[src/rtl/uart_pkg.sv]
// Shared definitions for the UART transmitter/receiver pair.
package uart_pkg;

   localparam int unsigned CLOCKS_PER_BIT = 8;
   localparam int unsigned NUM_RX_SYNC    = 3;

   typedef enum logic [2:0] {
      StIdle,
      StStart,
      StData,
      StParity,
      StStop
   } rx_state_e;

   // Start + data + optional parity + stop.
   function automatic int unsigned frame_len(input int unsigned width, input int unsigned parity);
      return width + parity + 2;
   endfunction

endpackage

[src/rtl/uart_rx.sv]
// UART receiver: 3-flop synchroniser, start-edge resync and mid-bit sampling.
module uart_rx
   import uart_pkg::*;
#(
   parameter int unsigned INPUT_DATA_WIDTH = 8,
   parameter int unsigned PARITY_ENABLED   = 1,
   parameter int unsigned PARITY_TYPE      = 0
) (
   input  logic                        clk,
   input  logic                        reset,
   input  logic                        serial_i,
   output logic [INPUT_DATA_WIDTH-1:0] data_o,
   output logic                        valid_o,
   output logic                        error_o
`ifdef FORMAL
   ,
   output rx_state_e                   state_o
`endif
);

   localparam int unsigned W    = INPUT_DATA_WIDTH;
   localparam int unsigned CntW = $clog2(CLOCKS_PER_BIT);
   localparam int unsigned IdxW = (W > 1) ? $clog2(W) : 1;

   logic [NUM_RX_SYNC-1:0] sync_q;
   rx_state_e              state_q;
   logic [CntW-1:0]        cnt_q;
   logic [IdxW-1:0]        idx_q;
   logic [W-1:0]           shift_q;
   logic [W-1:0]           data_q;
   logic                   parity_ok_q;
   logic                   valid_q;
   logic                   error_q;
   logic                   rx_bit;
   logic                   fall;
   logic                   sample;
   logic                   exp_parity;

   // Edge taken across the last two stages so the start sample lands 3 + 4 clocks after the pin.
   assign rx_bit = sync_q[NUM_RX_SYNC-1];
   assign fall   = rx_bit & ~sync_q[NUM_RX_SYNC-2];

   assign sample = (state_q == StStart) ? (cnt_q == CntW'(CLOCKS_PER_BIT / 2 - 1))
                                        : (cnt_q == CntW'(CLOCKS_PER_BIT - 1));
   assign exp_parity = (PARITY_TYPE != 0) ? ~^shift_q : ^shift_q;

   always_ff @(posedge clk) begin
      if (reset) begin
         sync_q      <= '1;
         state_q     <= StIdle;
         cnt_q       <= '0;
         idx_q       <= '0;
         shift_q     <= '0;
         data_q      <= '0;
         parity_ok_q <= 1'b0;
         valid_q     <= 1'b0;
         error_q     <= 1'b0;
      end else begin
         sync_q  <= {sync_q[NUM_RX_SYNC-2:0], serial_i};
         valid_q <= 1'b0;
         error_q <= 1'b0;

         if (state_q == StIdle || sample) begin
            cnt_q <= '0;
         end else begin
            cnt_q <= cnt_q + 1'b1;
         end

         case (state_q)
            StIdle: begin
               if (fall) state_q <= StStart;
            end
            StStart: begin
               if (sample) begin
                  if (rx_bit) begin
                     state_q <= StIdle;
                  end else begin
                     state_q     <= StData;
                     idx_q       <= '0;
                     parity_ok_q <= 1'b1;
                  end
               end
            end
            StData: begin
               if (sample) begin
                  shift_q <= {rx_bit, shift_q[W-1:1]};
                  idx_q   <= idx_q + 1'b1;
                  if (idx_q == IdxW'(W - 1)) begin
                     state_q <= (PARITY_ENABLED != 0) ? StParity : StStop;
                  end
               end
            end
            StParity: begin
               if (sample) begin
                  parity_ok_q <= (rx_bit == exp_parity);
                  state_q     <= StStop;
               end
            end
            StStop: begin
               if (sample) begin
                  if (parity_ok_q && rx_bit) begin
                     data_q  <= shift_q;
                     valid_q <= 1'b1;
                  end else begin
                     error_q <= 1'b1;
                  end
                  state_q <= StIdle;
               end
            end
            default: state_q <= StIdle;
         endcase
      end
   end

   assign data_o  = data_q;
   assign valid_o = valid_q;
   assign error_o = error_q;

`ifdef FORMAL
   assign state_o = state_q;
`endif

endmodule

[src/rtl/uart_txrx.sv]
// Full-duplex UART: baud divider and transmitter here, receiver in uart_rx.
module uart_txrx
   import uart_pkg::*;
#(
   parameter int unsigned INPUT_DATA_WIDTH = 8,
   parameter int unsigned PARITY_ENABLED   = 1,
   parameter int unsigned PARITY_TYPE      = 0
) (
   input  logic                        clk,
   input  logic                        reset,
   input  logic                        enable,
   input  logic [INPUT_DATA_WIDTH-1:0] i_data,
   output logic                        o_busy,
   output logic                        serial_out,
   input  logic                        serial_in,
   output logic [INPUT_DATA_WIDTH-1:0] received_data,
   output logic                        data_is_valid,
   output logic                        rx_error
`ifdef FORMAL
   ,
   output rx_state_e                   state,
   output logic                        baud_clk,
   output logic [frame_len(INPUT_DATA_WIDTH, PARITY_ENABLED)-1:0] shift_reg
`endif
);

   localparam int unsigned W        = INPUT_DATA_WIDTH;
   localparam int unsigned FrameLen = frame_len(W, PARITY_ENABLED);
   localparam int unsigned DivW     = $clog2(CLOCKS_PER_BIT);
   localparam int unsigned BitCntW  = $clog2(FrameLen);

   logic [DivW-1:0]     div_q;
   logic                baud_tick;
   logic [W-1:0]        tx_data_q;
   logic [FrameLen-1:0] shift_q;
   logic [FrameLen-1:0] frame;
   logic [BitCntW-1:0]  bits_left_q;
   logic                busy_q;
   logic                loaded_q;
   logic                parity_bit;

   assign baud_tick = (div_q == DivW'(CLOCKS_PER_BIT - 1));

   always_ff @(posedge clk) begin
      if (reset || baud_tick) begin
         div_q <= '0;
      end else begin
         div_q <= div_q + 1'b1;
      end
   end

   assign parity_bit = (PARITY_TYPE != 0) ? ~^tx_data_q : ^tx_data_q;

   always_comb begin
      frame        = '1;
      frame[0]     = 1'b0;
      frame[W:1]   = tx_data_q;
      if (PARITY_ENABLED != 0) frame[W+1] = parity_bit;
   end

   // The line is the LSB of the shift register; shifting in ones leaves it idling high.
   always_ff @(posedge clk) begin
      if (reset) begin
         busy_q      <= 1'b0;
         loaded_q    <= 1'b0;
         shift_q     <= '1;
         bits_left_q <= '0;
         tx_data_q   <= '0;
      end else if (!busy_q) begin
         if (enable) begin
            tx_data_q <= i_data;
            busy_q    <= 1'b1;
         end
      end else if (baud_tick) begin
         if (!loaded_q) begin
            loaded_q    <= 1'b1;
            shift_q     <= frame;
            bits_left_q <= BitCntW'(FrameLen - 1);
         end else if (bits_left_q == '0) begin
            busy_q   <= 1'b0;
            loaded_q <= 1'b0;
            shift_q  <= '1;
         end else begin
            shift_q     <= {1'b1, shift_q[FrameLen-1:1]};
            bits_left_q <= bits_left_q - 1'b1;
         end
      end
   end

   assign o_busy     = busy_q;
   assign serial_out = shift_q[0];

   uart_rx #(
      .INPUT_DATA_WIDTH(INPUT_DATA_WIDTH),
      .PARITY_ENABLED  (PARITY_ENABLED),
      .PARITY_TYPE     (PARITY_TYPE)
   ) u_rx (
      .clk     (clk),
      .reset   (reset),
      .serial_i(serial_in),
      .data_o  (received_data),
      .valid_o (data_is_valid),
      .error_o (rx_error)
`ifdef FORMAL
      ,
      .state_o (state)
`endif
   );

`ifdef FORMAL
   assign baud_clk  = baud_tick;
   assign shift_reg = shift_q;
`endif

endmodule

[config.mk]
export PLATFORM = sky130hd
export DESIGN_NAME = uart_txrx
export DESIGN_NICKNAME = d
export VERILOG_FILES = /design/src/rtl/uart_pkg.sv /design/src/rtl/uart_rx.sv /design/src/rtl/uart_txrx.sv
export SDC_FILE = /design/constraint.sdc
export NUM_CORES = 1
export LEC_CHECK = 0
export ABC_AREA = 1
export CAP_MARGIN = 15
export CORE_ASPECT_RATIO = 0.8
export CORE_MARGIN = 1.5
export CORE_UTILIZATION = 55
export DETAILED_ROUTE_END_ITERATION = 10
export HOLD_SLACK_MARGIN = 0.02
export PLACE_DENSITY = 0.77
export REMOVE_ABC_BUFFERS = 1
export SYNTH_ARGS = -nofsm -noshare
export SYNTH_HDL_FRONTEND = slang
export SYNTH_SLANG_ARGS = --single-unit
[constraint.sdc]
create_clock -name clk -period 4.5 [get_ports clk]
set_clock_uncertainty 0.05 [all_clocks]
set_input_delay 0.45 -clock clk [delete_from_list [all_inputs] [get_ports clk]]
set_output_delay 0.45 -clock clk [all_outputs]
set_load 0.02 [all_outputs]
; ---- Yosys cells after proc, flatten, opt, wreduce, memory -nomap -nowiden
; Index checks and enable logic that the tools add are counted.
; Widths: inputs -> output; s select.
[word_totals]
mem_bits_rw = 0
mem_count = 0
reg_bits = 59
output_inout_bits = 12
word_cells = 88
rom_bits = 0
latch_bits = 0
[classes]
bitwise_logic = 5
add_sub_neg = 4
n_mul = 0
div = 0
n_reduce_logical = 19
shifts = 0
n_lt_le_gt_ge = 0
n_mux = 28
n_eq_ne = 17
[op_table]
columns = operator, count
row1 = $mux 3, 9
row2 = $mux 10, 2
row3 = $reduce_xor 8->1, 2
row4 = $pmux 3 s5, 1
row5 = $eq 3x3->1 const B, 4
row6 = $ne 2x1->1 const B, 6
row7 = $mux 1, 11
row8 = $add 3x1->3 const B, 3
row9 = $eq 3x2->1 const B, 3
row10 = $mux 4, 2
row11 = $reduce_and 4->1, 2
row12 = $pmux 3 s2, 1
row13 = $reduce_and 2->1, 3
row14 = $reduce_and 3->1, 2
row15 = $reduce_and 6->1, 1
row16 = $logic_not 4->1, 1
row17 = $ne 2x2->1 const B, 2
row18 = $not 1->1, 4
row19 = $reduce_bool 2->1, 2
row20 = $sub 4x1->4 const B, 1
row21 = $eq 3x1->1 const B, 1
row22 = $logic_not 3->1, 1
row23 = $reduce_or 3->1, 1
row24 = $logic_or 1x1->1, 2
row25 = 6 further kinds, 6

; ---- Longest topological paths before layout
; Gate-level depths: netlist of the first run.
[logic_depth]
ltp_word = 5
ltp_mapped = 10
mapped_depth_nobuf = 9

; ---- By module
; From an unflattened synthesis of the first run, not the netlist that was laid out.
[unflattened]
cells_unflattened = 390
area_unflattened_um2 = 2772.7
[by_module_without_submodules]
columns = mod, n_inst, cells_per_inst, area_each_um2, seq_area_each_um2
row1 = uart_rx, 1, 216, 1506.4, 620.6
row2 = uart_txrx, 1, 174, 1266.2, 540.5

; ---- Worst setup path after synthesis of the first run
; OpenSTA, ideal clock, no wires.
[synth_timing]
path_kind = flip-flop to flip-flop
from = register div_q[0]
to = register loaded_q
setup_slack_ns = 2.987
period_less_slack_ns = 1.513
arrival_ns = 1.393
t_required_ns = 4.379
stages_incl_launch_ff = 8
setup_ns = 0.071
path_buffers = 0
cell_sequence = dfxtp_1 > ha_1 > ha_1 > nand2_1 > nor2_2 > a21oi_2 > inv_1 > a21oi_1
[synth_via]
elab_chain_cells = 2
[synth_rtl]
columns = item, line
row1 = start: declaration, uart_txrx.sv:32  ; logic [DivW-1:0] div_q;
row2 = start signal: assignment, uart_txrx.sv:48  ; div_q <= div_q + 1'b1;
row3 = $eq 3x3->1, uart_txrx.sv:42  ; assign baud_tick = (div_q == DivW'(CLOCKS_PER_BIT - 1));
row4 = $reduce_and 2->1 (no source line), n/a
row5 = end signal: assignment, uart_txrx.sv:65  ; loaded_q <= 1'b0;
row6 = end signal: assignment, uart_txrx.sv:76  ; loaded_q <= 1'b1;
row7 = end signal: assignment, uart_txrx.sv:81  ; loaded_q <= 1'b0;
row8 = end: declaration, uart_txrx.sv:39  ; logic loaded_q;
; No other way between the ends.
; A chain may end at the register's enable or synchronous reset.

; ---- Worst setup path in the final report of the first run
[layout_timing]
from = input port reset
to = register u_rx.cnt_q[2]
[layout_via]
elab_chain_cells = 1
[layout_rtl]
columns = item, line
row1 = start: declaration, uart_txrx.sv:10  ; input logic reset,
row2 = $reduce_or 2->1 (no source line), n/a
row3 = end signal: assignment, uart_rx.sv:66  ; cnt_q <= cnt_q + 1'b1;
row4 = end: declaration, uart_rx.sv:27  ; logic [CntW-1:0] cnt_q;
; No other way between the ends.

==> metrics.csv, run 1 <==
stage,metric,value,unit
clock_network,Post-CTS Setup Inserts,0,
floorplan,starting density of the core,58.97,%
clock_network,clk root buf,clkbuf_8,
global_route,initial antenna violation count,0,
worst_setup_path,WP buf/inv,2,
synth,Synth Area in Compound Gates,13.24,%
power,Pwr Total,1.219,mW
timing,final setup fails,0,
timing,Fin Setup TNS,0,ps
timing,RSZ-0062 raised after global routing,false,
floorplan,die width,79.00,um
worst_setup_path,Arrival @ worst endpoint,2340,ps
global_route,largest net degree at the start of global routing,26,
clock_network,Worst-Skew Late Latency,330,ps
clock_network,H-Tree Depth,3,
synth,#FFs+latches synth,58,
placed_design,placed inst area,2813,um2
synth,synth top area cells,"dfxtp_1 (46%), nand2_1 (9.7%), nor2_1 (8.1%), o21ai_0 (4.7%), inv_1 (4.7%)",
clock_network,CTS tree,yes,
synth,fraction of registers with async set/reset,0,%
worst_setup_path,worst setup path class,primary input to flop,
power,pwr dens,406.0,nW/um2
clock_network,clock buffer depth,2,
synth,most frequent cells after synthesis,"nand2_1 (66), dfxtp_1 (58), nor2_1 (55)",
placed_design,DP Wirelength,3519,um
cells_and_area,Layout area overhead,18.12,%
floorplan,site row count,21,
synth,post-synth top area share,45.69,%
global_route,GRT Total Usage,22.87,%
drt,via/cell ratio,5.068,
floorplan,core area,4309,um2
drt,DR DRC count,0,
synth,largest area contributor in the netlist,dfxtp_1,
timing,Final Max Tran Viols,0,
synth,Synth Area in Adders,3.447,%
clock_network,Clock transition at path regs,60,ps
worst_setup_path,CP Capture Type,flop,
drt,Starting DRT DRC Count,128,
synth,library cells used by synthesis,30,
worst_setup_path,crit-path max FO,25,
cells_and_area,area used by multi-input combinational logic,1211,um2
worst_setup_path,slowest CP cell,clkdlybuf4s50_1,
cells_and_area,Final Cell Area,3002,um2
synth,"Avg Cell Area, Syn",7.496,um2
cells_and_area,fill count,395,
power,worst vdd ir,0.0002691,V
timing,Final Hold Fails,0,
synth,Yosys Warn Count,0,
timing,Period minus WS final,2135,ps
drt,First-pass DRT Iterations,4,
clock_network,CTS Sinks,58,
synth,Post-synth EDFFs,0,
synth,main combinational cell family by area after synthesis,simple AND/OR/NAND/NOR gates,
floorplan,full die area,5039,um2
synth,Cells after Synth,339,
placed_design,GP Congestion,0.8738,
outcome,status,"complete, no violations",
timing,Worst-Margin Slew,730.3,ps
synth,XOR/XNOR Fraction of Synth Area,4.136,%
cells_and_area,Final nets,386,
worst_setup_path,CP top delay family,buffers and inverters,
run,Max Cap Viol,0,
hold_path,Hold Crit Class,flop to flop,
synth,sequential-to-total area share from yosys stat,45.69,%
global_route,number of global-route vias before repair,1995,
synth,commonest register cell after synthesis,dfxtp_1,
global_route,GRT Residual Overflow,0,
floorplan,Vert. Die Dim,63.80,um
clock_network,Hold Buf Count CTS,0,
worst_setup_path,largest stage delay on the critical path,780,ps
synth,Netlist Area Pre-Place,2541,um2
global_route,global-route wire length before repair,8873,um
drt,routed via count,2169,
synth,Synth Area in Simple Gates,26.83,%
worst_setup_path,critical path data required time,4710,ps
timing,worst hold slack,371.2,ps
timing,Max-slew headroom,51.16,%
power,leakage power,1.264,nW
drt,final wirelength,4969,um
synth,most common cell in the synthesized netlist,nand2_1,
placed_design,IO buf count,23,
cells_and_area,final cell utilization of the core,69.66,%
drt,mean routed wirelength per cell,11.61,um
cells_and_area,diode count,0,
clock_network,total CTS buffers,9,
floorplan,# IOs,24,
cells_and_area,share of layout cells above drive strength 1,9.164,%
worst_setup_path,CP Launch Type,primary input,
clock_network,post-cts repair resize count,0,
cells_and_area,area occupied by registers,1161,um2
synth,multiplexer area fraction after synthesis,0,%
drt,"antenna viol nets, final",0,
timing,final period utilization,47.45,%
timing,Fmax,0.4683,GHz
worst_setup_path,"Critical Path, Cell by Cell",clkdlybuf4s50_1 -> inv_1 -> nand3_1 -> a21oi_1,
## state kept, by name, summed over array words and instances, names as in the netlist
name / count
u_rx.cnt_q: 3
u_rx.parity_ok_q: 1
div_q: 3
u_rx.state_q: 3
u_rx.sync_q: 3
shift_q: 10
u_rx.idx_q: 3
u_rx.data_o: 8
tx_data_q: 8
u_rx.shift_q: 8
bits_left_q: 4
loaded_q: 1
u_rx.valid_o: 1
u_rx.error_o: 1
o_busy: 1
## final timing paths
path	slack, ps	end	cells past startpoint	startpoint
setup / recovery	2360	u_rx.cnt_q[2]	4	reset
hold / removal	370	u_rx.cnt_q[0]	1	u_rx.cnt_q[0]
setup reg to reg	2610	loaded_q	7	div_q[0]
hold reg to reg	370	u_rx.cnt_q[0]	1	u_rx.cnt_q[0]
## placed cells by master, fill, tap and decap left out, drive strengths merged, types with 4 or more instances in the layout
| master | count |
|---|---|
| xnor2 | 8 |
| dfxtp | 58 |
| nor2 | 60 |
| a21oi | 23 |
| clkbuf | 13 |
| o221ai | 4 |
| xor2 | 4 |
| inv | 37 |
| clkdlybuf4s50 | 23 |
| nand3 | 21 |
| ha | 7 |
| nand2 | 68 |
| o21ai | 25 |
| or2 | 5 |
## power breakdown
| part | total [mW] | switching (mW) | leakage (nW) | internal (mW) |
|---|---|---|---|---|
| registers | 0.571 | 0.0241 | 0.472 | 0.547 |
| clock network | 0.442 | 0.188 | 0.101 | 0.255 |
| logic | 0.205 | 0.127 | 0.691 | 0.0781 |
## stage by stage
| step | setup WS [ps] | cells |
|---|---|---|
| floorplan | 2987 | 333 |
| global placement | 2076 | 413 |
| detailed placement | 2037 | 413 |
| CTS | 2398 | 428 |
| global route | 2159 | 428 |
| finish | 2365 | 428 |
## per-layer routing
metal  part of all wire (%)  global-route usage, %
met4                    1.9                  9.649
met3                    6.2                  7.857
met1                     51                  30.36
met2                     41                  33.87
met5                      0                      0
## logic make-up after synthesis
family,count (synthesis)
and+or+nand+nor,159
AOI/OAI and AO/OA,60
DFF,58
buffers and inverters,43
xor gates and xnor gates,12
adders and majority gates,7
## cell type report
class	instances	area share, %
Multi-Input combinational cell	238	40.35
Clock inverter	2	0.3335
Clock buffer	13	5.961
Timing Repair Buffer	23	7.670
Sequential cell	58	38.68
Inverter	37	4.627
Tap cell	57	2.376
## worst reg2reg max path, cell delays in order (launching register included)
cell and delay (ps):
dfxtp_1 310, ha_1 220, ha_1 220, nand2_1 230, nor2_2 120, a21oi_2 380, inv_1 150, a21oi_1 140
Note: power is estimated with default switching activity, not from simulation.
==> run 2: changes to the inputs <==
Clock period 4.5 ns to 2.2 ns, I/O delays scaled along.
==> metrics.csv, run 2 (synthesis results as in run 1) <==
stage,metric,value,unit,change
cells_and_area,Top reg by flops,shift_q,,
drt,DR DRC count,0,,unchanged
drt,First-pass DRT Iterations,4,,unchanged
worst_setup_path,worst setup path class,flop to flop,,
clock_network,clock buffer depth,2,,unchanged
timing,Fin Setup TNS,0,ps,unchanged
cells_and_area,Largest register FFs,10,,unchanged
placed_design,DP Wirelength,3395,um,-3.5%
drt,mean routed wirelength per cell,11.08,um,-4.6%
placed_design,GP Congestion,0.8845,,+1.2%
floorplan,site row count,21,,unchanged
global_route,number of global-route vias before repair,2001,,+0.30%
worst_setup_path,crit-path max FO,10,,-60%
drt,Starting DRT DRC Count,107,,-16%
clock_network,Worst-Skew Late Latency,330,ps,about the same
timing,Fmax,0.5399,GHz,
power,pwr dens,823.2,nW/um2,+100%
worst_setup_path,CP Launch Type,flop,,
worst_setup_path,critical path data required time,2410,ps,-2300 ps
timing,Period minus WS final,1852,ps,
drt,"antenna viol nets, final",0,,unchanged
timing,final setup fails,0,,unchanged
clock_network,Hold Buf Count CTS,0,,unchanged
hold_path,Hold Crit Class,flop to flop,,
timing,Max-slew headroom,55.22,%,+4.1 points
floorplan,die width,79.00,um,unchanged
worst_setup_path,CP Capture Type,flop,,
floorplan,core area,4309,um2,unchanged
power,worst vdd ir,0.0005349,V,+99%
cells_and_area,Final nets,387,,+0.26%
placed_design,IO buf count,23,,unchanged
clock_network,Post-CTS Setup Inserts,0,,unchanged
global_route,GRT Total Usage,22.47,%,-0.41 points
global_route,global-route wire length before repair,8776,um,-1.1%
power,leakage power,1.264,nW,about the same
floorplan,# IOs,24,,unchanged
clock_network,Clock transition at path regs,60,ps,about the same
timing,Final Max Tran Viols,0,,unchanged
worst_setup_path,Arrival @ worst endpoint,2060,ps,-280 ps
clock_network,H-Tree Depth,3,,unchanged
drt,routed via count,2158,,-0.51%
cells_and_area,diode count,0,,unchanged
floorplan,starting density of the core,58.97,%,unchanged
global_route,initial antenna violation count,0,,unchanged
clock_network,total CTS buffers,9,,unchanged
global_route,GRT Residual Overflow,0,,unchanged
floorplan,full die area,5039,um2,unchanged
cells_and_area,share of layout cells above drive strength 1,9.115,%,-0.049 points
run,Max Cap Viol,0,,unchanged
global_route,largest net degree at the start of global routing,26,,unchanged
clock_network,post-cts repair resize count,0,,unchanged
timing,Final Hold Fails,0,,unchanged
cells_and_area,"commonest non-fill, non-tap cells in the layout","nand2_1 (66), dfxtp_1 (58), nor2_1 (55)",,
timing,final period utilization,84.19,%,
clock_network,clk root buf,clkbuf_8,,
timing,final worst setup slack,347.8,ps,-2017 ps
floorplan,Vert. Die Dim,63.80,um,unchanged
timing,Worst-Margin Slew,671.0,ps,-59.30 ps
drt,via/cell ratio,5.019,,-0.97%
cells_and_area,"most common cell after layout, fill and taps aside",nand2_1,,
timing,RSZ-0062 raised after global routing,false,,
drt,final wirelength,4764,um,-4.1%
clock_network,CTS Sinks,58,,unchanged
outcome,status,"complete, no violations",,
placed_design,Post-Place Worst Slack,427.9,ps,-1609 ps
clock_network,CTS tree,yes,,
cells_and_area,Layout area overhead,18.17,%,about the same
[run 2: cell count changes in the layout (fill, tap and decap cells not counted), sizes merged]
cell / before / now
buf: 0 / 1
clkbuf: 13 / 14
[run 2: per-layer routing]
| metal | wire [um] | vias to the layer above | track usage [%] |
|---|---|---|---|
| met5 | 0 | - | 0 |
| met4 | 70 | 0 | 8.553 |
| met3 | 275 | 8 | 8.857 |
| met2 | 2005 | 48 | 33.23 |
| met1 | 2413 | 945 | 29.50 |
| li1 | - | 1157 | - |
[run 2: path summary, 6_finish.rpt]
kind                                     start             end  slack (ps)  cells after the start
worst max-delay path                  div_q[0]        loaded_q         350                      7
worst min-delay path            u_rx.sync_q[0]  u_rx.sync_q[1]         380                      1
worst max register to register        div_q[0]        loaded_q         350                      7
worst min register to register  u_rx.sync_q[0]  u_rx.sync_q[1]         380                      1
[run 2: per-stage QoR]
stage,power [mW],utilization [%],hold WS (ps),cells,cell area [um2]
after detailed placement,1.602,65.45,355.1,414,2820
after floorplan,1.500,-,239.1,333,2511
after CTS,2.501,69.69,372.4,430,3003
after global placement,1.592,65.45,352.7,414,2820
after global routing,2.618,69.69,390.0,430,3003
final,2.472,69.69,375.1,430,3003
[run 2: layout make-up]
type | count | area, um2
Clock inverter | 2 | 10.01
Fill cell | 384 | 1306
Clock buffer | 14 | 172.7
Multi-Input combinational cell | 238 | 1211
Sequential cell | 58 | 1161
Inverter | 37 | 138.9
Tap cell | 57 | 71.32
Timing Repair Buffer | 24 | 237.7
[run 2: power by group]
part           internal [mW]  switching (mW)
Clock                  0.498           0.388
Combinational          0.161           0.256
Sequential              1.12          0.0505
[run 2: critical path: stages (launching register included)]
cell and delay, ps:
dfxtp_1 320, ha_1 210, ha_1 190, nand2_1 220, nor2_2 120, a21oi_2 390
inv_1 130, a21oi_1 160
==> run 3: changes to the inputs <==
Clock period 2.2 ns to 1.9 ns, I/O delays scaled along.
==> metrics.csv, run 3 (synthesis results as in run 1) <==
stage,metric,value,unit,change
clock_network,clk root buf,clkbuf_8,,
drt,DR DRC count,0,,unchanged
floorplan,core area,4309,um2,unchanged
global_route,initial antenna violation count,0,,unchanged
worst_setup_path,reg-to-reg setup timing slack,140,ps,-210 ps
placed_design,GP Congestion,0.8717,,-1.4%
drt,mean routed wirelength per cell,11.27,um,+1.7%
timing,final period utilization,92.58,%,+8.4 points
hold_path,hold path startpoint,u_rx.sync_q[0],,
worst_setup_path,"Critical Path, Cell by Cell",ha_1 -> ha_1 -> nand2_1 -> inv_1 -> nand2_1 -> inv_1 -> o21ai_0 -> a21oi_1,,
timing,Fin Setup TNS,0,ps,unchanged
timing,Period minus WS final,1759,ps,-93.16 ps
clock_network,Clock transition at path regs,60,ps,about the same
drt,final wirelength,4881,um,+2.5%
global_route,global-route wire length before repair,8569,um,-2.4%
hold_path,Hold Crit Class,flop to flop,,
worst_setup_path,r2r worst-path depth,8,,+1
floorplan,die width,79.00,um,unchanged
clock_network,clock buffer depth,2,,unchanged
worst_setup_path,critical path depth,8,,+1
worst_setup_path,WP buf/inv,2,,+1
cells_and_area,Finished Layout Cells,433,,+0.70%
worst_setup_path,origin of the worst setup path,div_q[0],,
clock_network,Worst-Skew Late Latency,340,ps,about the same
global_route,GRT Total Usage,22.38,%,-0.081 points
timing,RSZ-0062 raised after global routing,false,,
placed_design,DP Wirelength,3456,um,+1.8%
clock_network,H-Tree Depth,3,,unchanged
floorplan,site row count,21,,unchanged
clock_network,CTS Sinks,58,,unchanged
timing,Final Hold Fails,0,,unchanged
cells_and_area,Largest register FFs,10,,unchanged
cells_and_area,share of layout cells above drive strength 1,10.64,%,+1.5 points
outcome,status,"complete, no violations",,
worst_setup_path,RR Endpoint,bits_left_q[3],,
worst_setup_path,largest stage delay on the critical path,320,ps,-70 ps
cells_and_area,"commonest non-fill, non-tap cells in the layout","nand2_1 (66), dfxtp_1 (58), nor2_1 (54)",,
cells_and_area,Top reg by flops,shift_q,,
worst_setup_path,CP top delay family,simple AND/OR/NAND/NOR gates,,
timing,final setup fails,0,,unchanged
global_route,number of global-route vias before repair,1963,,-1.9%
clock_network,total CTS buffers,9,,unchanged
worst_setup_path,slowest CP cell,dfxtp_1,,
drt,routed via count,2197,,+1.8%
clock_network,CTS tree,yes,,
floorplan,full die area,5039,um2,unchanged
timing,Max-slew headroom,77.76,%,+23 points
worst_setup_path,critical path data required time,2060,ps,-350 ps
timing,Worst-Margin Slew,332.3,ps,-338.6 ps
placed_design,IO buf count,23,,unchanged
worst_setup_path,Arrival @ worst endpoint,1920,ps,-140 ps
clock_network,Hold Buf Count CTS,0,,unchanged
cells_and_area,Layout area overhead,20.19,%,
drt,First-pass DRT Iterations,4,,unchanged
power,leakage power,1.291,nW,+2.1%
cells_and_area,"most common cell after layout, fill and taps aside",nand2_1,,
timing,Fmax,0.5685,GHz,+5.3%
drt,"antenna viol nets, final",0,,unchanged
worst_setup_path,reg-to-reg critical path startpoint,div_q[0],,
timing,Final Max Tran Viols,0,,unchanged
worst_setup_path,CP Launch Type,flop,,
floorplan,starting density of the core,58.97,%,unchanged
drt,Starting DRT DRC Count,114,,+6.5%
placed_design,placed insts,418,,+0.97%
global_route,largest net degree at the start of global routing,26,,unchanged
power,worst vdd ir,0.0005862,V,+9.6%
power,pwr dens,951.9,nW/um2,+16%
drt,via/cell ratio,5.074,,+1.1%
hold_path,worst hold endpoint,u_rx.sync_q[1],,
run,Max Cap Viol,0,,unchanged
hold_path,Hold Crit Depth,1,,unchanged
cells_and_area,diode count,0,,unchanged
worst_setup_path,worst setup path class,flop to flop,,
cells_and_area,Final nets,391,,+1.0%
worst_setup_path,crit-path max FO,8,,-2
worst_setup_path,CP Capture Type,flop,,
global_route,GRT Residual Overflow,0,,unchanged
floorplan,# IOs,24,,unchanged
floorplan,Vert. Die Dim,63.80,um,unchanged
-- run 3: metal layers --
layer	share of wire, %	global-route usage [%]
met1	50	30.49
met2	40	30.88
met3	7.4	9.714
met4	2.0	8.991
met5	0	0
-- run 3: worst register-to-register path, cell delays in order (launching register included) --
cell,delay (ps)
dfxtp_1,320
ha_1,200
ha_1,190
nand2_1,260
inv_1,210
nand2_1,180
inv_1,80
o21ai_0,70
a21oi_1,80
-- run 3: stage by stage --
step | power [mW] | hold slack (ps) | utilization (%) | area [um2] | setup slack, ps
final | 2.907 | 360.5 | 70.88 | 3054 | 140.9
after detailed placement | 1.854 | 350.7 | 66.14 | 2850 | 109.2
after floorplan | 1.737 | 209.1 | - | 2511 | 386.8
after global placement | 1.848 | 341.2 | 66.14 | 2850 | 235.6
after global routing | 3.077 | 371.8 | 70.88 | 3054 | 9.384
after CTS | 2.920 | 347.2 | 70.53 | 3039 | 70.97
-- run 3: worst max-delay path by stage --
stage	to	slack, ps
final	bits_left_q[3]	140
after global routing	bits_left_q[0]	9
after CTS	shift_q[8]	70
after detailed placement	loaded_q	110
after global placement	loaded_q	240
after floorplan	loaded_q	390
-- run 3: cell type report --
class / count / area (um2)
tap: 57 / 71.32
timing repair buffer: 28 / 267.8
multi-input combinational: 238 / 1226
clock buffer: 13 / 178.9
sequential: 58 / 1161
inverter: 37 / 138.9
clock inverter: 2 / 10.01
fill: 362 / 1255
-- run 3: what timing repair did --
item | in CTS | in global routing
gates resized for setup | 0 | 3
setup buffers | 0 | 0
setup endpoints to repair | 0 | 3
-- run 3: report_power, final --
part	internal, mW	total (mW)	switching [mW]	leakage [nW]
logic	0.189	0.484	0.295	0.717
clock network	0.604	1.07	0.466	0.101
registers	1.30	1.35	0.0577	0.472
total	2.09	2.91	0.819	1.29
